## config.mk

```make
export PLATFORM = sky130hd
export DESIGN_NAME = axis_pkt_rr_arb
export DESIGN_NICKNAME = d
export VERILOG_FILES = /design/src/rtl/axis_pkt_rr_arb.sv
export SDC_FILE = /design/constraint.sdc
export NUM_CORES = 1
export LEC_CHECK = 0
export BUFFER_PORTS_ARGS = -buffer_cell sky130_fd_sc_hd__buf_2
export CAP_MARGIN = 10
export CORE_AREA = 2 2 222 224
export DETAILED_ROUTE_END_ITERATION = 10
export DIE_AREA = 0 0 224 226
export PLACE_DENSITY = 0.44
export SLEW_MARGIN = 5
export SYNTH_ARGS = -nofsm -noshare
export SYNTH_HDL_FRONTEND = slang
export SYNTH_SLANG_ARGS = --single-unit
```

## constraint.sdc

```tcl
create_clock -name clk -period 2.7 [get_ports clk]
set_clock_uncertainty 0.1 [all_clocks]
set_input_delay 0.54 -clock clk [delete_from_list [all_inputs] [get_ports clk]]
set_output_delay 0.54 -clock clk [all_outputs]
set_load 0.02 [all_outputs]
```

## src/rtl/axis_pkt_rr_arb.sv

```systemverilog
// Packet-atomic round-robin merge of two sample-level AXI streams onto one,
// with per-port packet quotas, an enable mask and forwarded-packet counters.
module axis_pkt_rr_arb #(
    parameter int WIDTH      = 32,
    parameter int USER_WIDTH = 128,
    parameter int SR_BASE    = 128
) (
    input  logic                  clk,
    input  logic                  reset_n,
    input  logic                  set_stb,
    input  logic [7:0]            set_addr,
    input  logic [31:0]           set_data,
    input  logic [WIDTH-1:0]      i0_tdata,
    input  logic [USER_WIDTH-1:0] i0_tuser,
    input  logic                  i0_tlast,
    input  logic                  i0_tvalid,
    output logic                  i0_tready,
    input  logic [WIDTH-1:0]      i1_tdata,
    input  logic [USER_WIDTH-1:0] i1_tuser,
    input  logic                  i1_tlast,
    input  logic                  i1_tvalid,
    output logic                  i1_tready,
    output logic [WIDTH-1:0]      o_tdata,
    output logic [USER_WIDTH-1:0] o_tuser,
    output logic                  o_tlast,
    output logic                  o_tvalid,
    input  logic                  o_tready,
    output logic                  o_src,
    output logic [15:0]           pkt_cnt0,
    output logic [15:0]           pkt_cnt1
);

    localparam logic [7:0] ADDR_QUOTA0 = 8'(SR_BASE);
    localparam logic [7:0] ADDR_QUOTA1 = 8'(SR_BASE + 1);
    localparam logic [7:0] ADDR_ENABLE = 8'(SR_BASE + 2);

    typedef enum logic [1:0] {S_IDLE, S_GRANT0, S_GRANT1} state_t;

    state_t                r_state;
    logic [3:0]            r_quota0;
    logic [3:0]            r_quota1;
    logic [3:0]            r_quota_left;
    logic [1:0]            r_enable;
    logic                  r_last_grant;
    logic [15:0]           r_cnt0;
    logic [15:0]           r_cnt1;
    logic [WIDTH-1:0]      r_tdata;
    logic [USER_WIDTH-1:0] r_tuser;
    logic                  r_tlast;
    logic                  r_tvalid;
    logic                  r_src;

    logic                  w_out_free;
    logic                  w_gnt0;
    logic                  w_gnt1;
    logic                  w_cur;
    logic                  w_in_valid;
    logic                  w_in_last;
    logic [WIDTH-1:0]      w_in_data;
    logic [USER_WIDTH-1:0] w_in_user;
    logic                  w_accept;
    logic                  w_cand0;
    logic                  w_cand1;
    logic                  w_cur_en;
    logic                  w_other_cand;
    logic [3:0]            w_quota_dec;
    logic [3:0]            w_set_quota;
    logic                  w_unused;

    assign w_out_free   = o_tready || !r_tvalid;
    assign w_gnt0       = (r_state == S_GRANT0);
    assign w_gnt1       = (r_state == S_GRANT1);
    assign w_cur        = w_gnt1;
    assign w_in_valid   = w_gnt0 ? i0_tvalid : (w_gnt1 && i1_tvalid);
    assign w_in_last    = w_cur ? i1_tlast : i0_tlast;
    assign w_in_data    = w_cur ? i1_tdata : i0_tdata;
    assign w_in_user    = w_cur ? i1_tuser : i0_tuser;
    assign w_accept     = w_in_valid && w_out_free;
    assign w_cand0      = i0_tvalid && r_enable[0];
    assign w_cand1      = i1_tvalid && r_enable[1];
    assign w_cur_en     = w_cur ? r_enable[1] : r_enable[0];
    assign w_other_cand = w_cur ? w_cand0 : w_cand1;
    assign w_quota_dec  = r_quota_left - 4'd1;
    assign w_set_quota  = (set_data[3:0] == 4'd0) ? 4'd1 : set_data[3:0];
    assign w_unused     = ^set_data[31:4];

    assign i0_tready = w_gnt0 && w_out_free;
    assign i1_tready = w_gnt1 && w_out_free;
    assign o_tdata   = r_tdata;
    assign o_tuser   = r_tuser;
    assign o_tlast   = r_tlast;
    assign o_tvalid  = r_tvalid;
    assign o_src     = r_src;
    assign pkt_cnt0  = r_cnt0;
    assign pkt_cnt1  = r_cnt1;

    always_ff @(posedge clk or negedge reset_n) begin
        if (!reset_n) begin
            r_quota0 <= 4'd1;
            r_quota1 <= 4'd1;
            r_enable <= 2'b11;
        end else if (set_stb) begin
            if (set_addr == ADDR_QUOTA0) r_quota0 <= w_set_quota;
            if (set_addr == ADDR_QUOTA1) r_quota1 <= w_set_quota;
            if (set_addr == ADDR_ENABLE) r_enable <= set_data[1:0];
        end
    end

    // Single output stage; contents stay frozen while the sink stalls.
    always_ff @(posedge clk or negedge reset_n) begin
        if (!reset_n) begin
            r_tdata  <= '0;
            r_tuser  <= '0;
            r_tlast  <= 1'b0;
            r_tvalid <= 1'b0;
            r_src    <= 1'b0;
        end else if (w_accept) begin
            r_tdata  <= w_in_data;
            r_tuser  <= w_in_user;
            r_tlast  <= w_in_last;
            r_tvalid <= 1'b1;
            r_src    <= w_cur;
        end else if (o_tready) begin
            r_tvalid <= 1'b0;
        end
    end

    // Grants only move on an accepted tlast, so packets are never split.
    always_ff @(posedge clk or negedge reset_n) begin
        if (!reset_n) begin
            r_state      <= S_IDLE;
            r_quota_left <= 4'd0;
            r_last_grant <= 1'b1;
            r_cnt0       <= 16'd0;
            r_cnt1       <= 16'd0;
        end else begin
            case (r_state)
                S_IDLE: begin
                    if (w_cand0 && (!w_cand1 || r_last_grant)) begin
                        r_state      <= S_GRANT0;
                        r_quota_left <= r_quota0;
                    end else if (w_cand1) begin
                        r_state      <= S_GRANT1;
                        r_quota_left <= r_quota1;
                    end
                end
                S_GRANT0, S_GRANT1: begin
                    if (w_accept && w_in_last) begin
                        if (w_cur) r_cnt1 <= r_cnt1 + 16'd1;
                        else       r_cnt0 <= r_cnt0 + 16'd1;
                        if ((w_quota_dec != 4'd0) && w_cur_en && w_in_valid) begin
                            r_quota_left <= w_quota_dec;
                        end else if (w_other_cand) begin
                            r_state      <= w_cur ? S_GRANT0 : S_GRANT1;
                            r_last_grant <= w_cur;
                            r_quota_left <= w_cur ? r_quota0 : r_quota1;
                        end else begin
                            r_state      <= S_IDLE;
                            r_last_grant <= w_cur;
                            r_quota_left <= w_quota_dec;
                        end
                    end
                end
                default: r_state <= S_IDLE;
            endcase
        end
    end

endmodule

```

==> results.cfg <==
[global_route]
grt_max_degree = 86
grt_overflow = 0
antenna_found_initial = 3
grt_pass1_wl_um = 51000
first_global_vias = 8904
grt_use_total = 0.130

[floorplanning]
fp.dieH_um = 226
die_area_um2 = 50600
core_area_um2 = 48300
row_count = 81
io-pin-count = 565
die_w_um = 224
initial_core_util = 0.207

[routing]
wl_per_cell_um = 16.2
post_drt_via_cell_ratio = 4.17
drt_first_iter_violations = 324
antenna_left = 0
drcViolationCount = 0
dr.pass1.iters = 4
vias = 8926
wirelength_um = 34600

[synth]
yosysMostFrequentCell = dfrtp_1
ys_types = 51
synth_area_um2 = 10000
synthTopCellsByArea = dfrtp_1 52%, mux2i_1 17%, a21oi_1 8.5%, nor2_1 6.5%, mux2_2 1.9%
postSynthNetCount = 1328
synth_edf_count = 0
synth_top_area_cell = dfrtp_1
synthArstFlopShare = 1.00
yosysWarnings = 0
synthDominantCellAreaShare = 0.518
ys_ff_latch = 212
netlist_instances = 952
avgSynthCellArea_um2 = 10.5
ys_seq_area_frac = 0.531
synth_flop_cell = dfrtp_1
ys_top_cells_by_count = 207 x dfrtp_1, 173 x nor2_1, 169 x a21oi_1

[timing]
max_clock_freq_mhz = 393
rsz0062_at_grt = no
fin_ws_ns = 0.153
worstMarginPinSlew_ns = 0.693
hold_viol = 0
min_period_ns = 2.55
setup_tns_ns = 0
finalSetupViolCount = 0
finalCritPeriodShare = 0.943
slew_viol_final = 0
max-slew-margin-rel = 0.538

[worst_setup_path]
cp-start-kind = flop
rr_startpoint = r_state[0]$_DFFE_PN0P_
r2r_cells = 8
cp_max_fo = 39
required_ns = 2.06
critical_path_class = flop to output port
r2r-end = r_quota_left[3]$_DFFE_PN0P_
r2r_slack_ns = 0.21
endpoint_kind = output port
worstPathArrival_ns = 1.91

[worst_hold_path]
hold_depth = 2
hp-start = set_data[0]
worstHoldPathType = input port to flop
whs_endpoint = r_enable[0]$_DFFE_PN1P_

[finish]
multi_input_area_um2 = 4470
seq_area_um2 = 5310
fin_nets = 1876
syn_to_final_growth_pct = 45.3
fillers = 5083
drive_gt1_frac = 0.429
fin_area_um2 = 14500
instances_no_fill = 2141

[placed_design]
place_ws_ns = 0.184
dp_hpwl_um = 27000
io_buffers = 536
dp_cells = 2092
place_area_um2 = 13700
place_congestion = 0.827

[clocking]
clk_pin_slew_worst_paths_ns = 0.06
cts_buffers = 25
clock_path_buffers = 3
cts.htree.levels = 1
clkLatencyLatePin_ns = 0.52
cts-root-buf = clkbuf_16
cts_tree = built
cts_sinks = 212

[job]
maxCapViolations = 0

[status]
outcome = finished clean

[power_and_ir_drop]
leakage_uw = 0.00723
peakVddDrop_mv = 0.608
p_per_area_nw_per_um2 = 1130
-- flip-flops by register name (all words and copies together), names as in the netlist, 4 cells and up --
| signal | count |
|---|---|
| r_quota_left | 4 |
| pkt_cnt0 | 16 |
| pkt_cnt1 | 16 |
| o_tdata | 32 |
| r_quota1 | 4 |
| o_tuser | 128 |
| r_quota0 | 4 |
-- per-layer routing --
| metal | wire length (um) | track usage | share of wire | vias up |
|---|---|---|---|---|
| met5 | 0 | 0 | 0 | - |
| met4 | 685 | 0.0316 | 0.020 | 0 |
| met3 | 2710 | 0.0353 | 0.078 | 45 |
| met2 | 16600 | 0.225 | 0.48 | 349 |
| met1 | 14600 | 0.160 | 0.42 | 4086 |
| li1 | - | - | - | 4446 |
-- cell usage in the layout, fill, tap and decap left out, types with 16 or more instances in the layout --
master / count
buf_2: 535
nand2_1: 21
dfrtp_1: 207
nor2_1: 173
mux2_2: 17
mux2i_1: 168
a21oi_1: 168
buf_4: 33
clkbuf_16: 25
xnor2_1: 16
-- through the flow --
step,power (uW),hold WS [ns],util
finish,16400,0.170,0.301
global route,17600,0.151,0.301
CTS,16700,0.117,0.300
detailed placement,13100,0.360,0.283
global placement,13000,0.354,0.283
floorplan,10100,0.144,-
-- kinds of logic after synthesis --
kind of cell / after synthesis / synth area share
simple gates: 253 / 0.111
flops: 212 / 0.531
compound gates: 197 / 0.107
mux: 185 / 0.187
buf+inv: 65 / 0.0250
xor+xnor: 32 / 0.0288
fa+ha+maj: 8 / 0.0100
-- layout make-up --
type / instances / area share
tap: 622 / 0.0535
multi-input combinational: 675 / 0.308
sequential: 212 / 0.365
timing repair buffer: 578 / 0.215
inverter: 8 / 0.00207
clock buffer: 35 / 0.0484
clock inverter: 10 / 0.00732
antenna: 1 / 0.000172
-- critical path, stage by stage, from the launching register on --
cell	delay, ns
dfrtp_1	0.41
inv_1	0.13
ha_4	0.25
buf_16	0.24
and2_1	0.18
buf_2	0.16
-- how the worst max path moves through the flow --
stage                           startpoint                 endpoint  slack [ns]  cells after the start
floorplan           r_state[0]$_DFFE_PN0P_  pkt_cnt0[9]$_DFFE_PN0P_        0.21                      8
detailed placement  r_state[0]$_DFFE_PN0P_   r_state[0]$_DFFE_PN0P_        0.18                      7
global placement    r_state[0]$_DFFE_PN0P_   r_state[1]$_DFFE_PN0P_        0.20                      7
global route        r_state[0]$_DFFE_PN0P_                i1_tready        0.02                      5
finish              r_state[0]$_DFFE_PN0P_                i1_tready        0.15                      5
CTS                 r_state[0]$_DFFE_PN0P_                i1_tready        0.01                      5
-- what timing repair did --
| item | CTS | global route |
|---|---|---|
| resized for setup | 1 | 1 |
| buffers inserted | 0 | 1 |
| pin swaps | 1 | 1 |
| endpoints found under the setup margin | 1 | 3 |
| cloned | 1 | 0 |
| hold buffers | 1 | 0 |
| hold endpoints to repair | 66 | 0 |
-- report_power, final --
part / internal, uW / switching (uW) / total (uW) / leakage (uW)
combinational: 2980 / 4860 / 7840 / 0.00440
sequential: 4470 / 698 / 5170 / 0.00243
clock: 2000 / 1360 / 3360 / 0.000400
total: 9460 / 6910 / 16400 / 0.00723
Note: power is estimated with default switching activity, not from simulation.
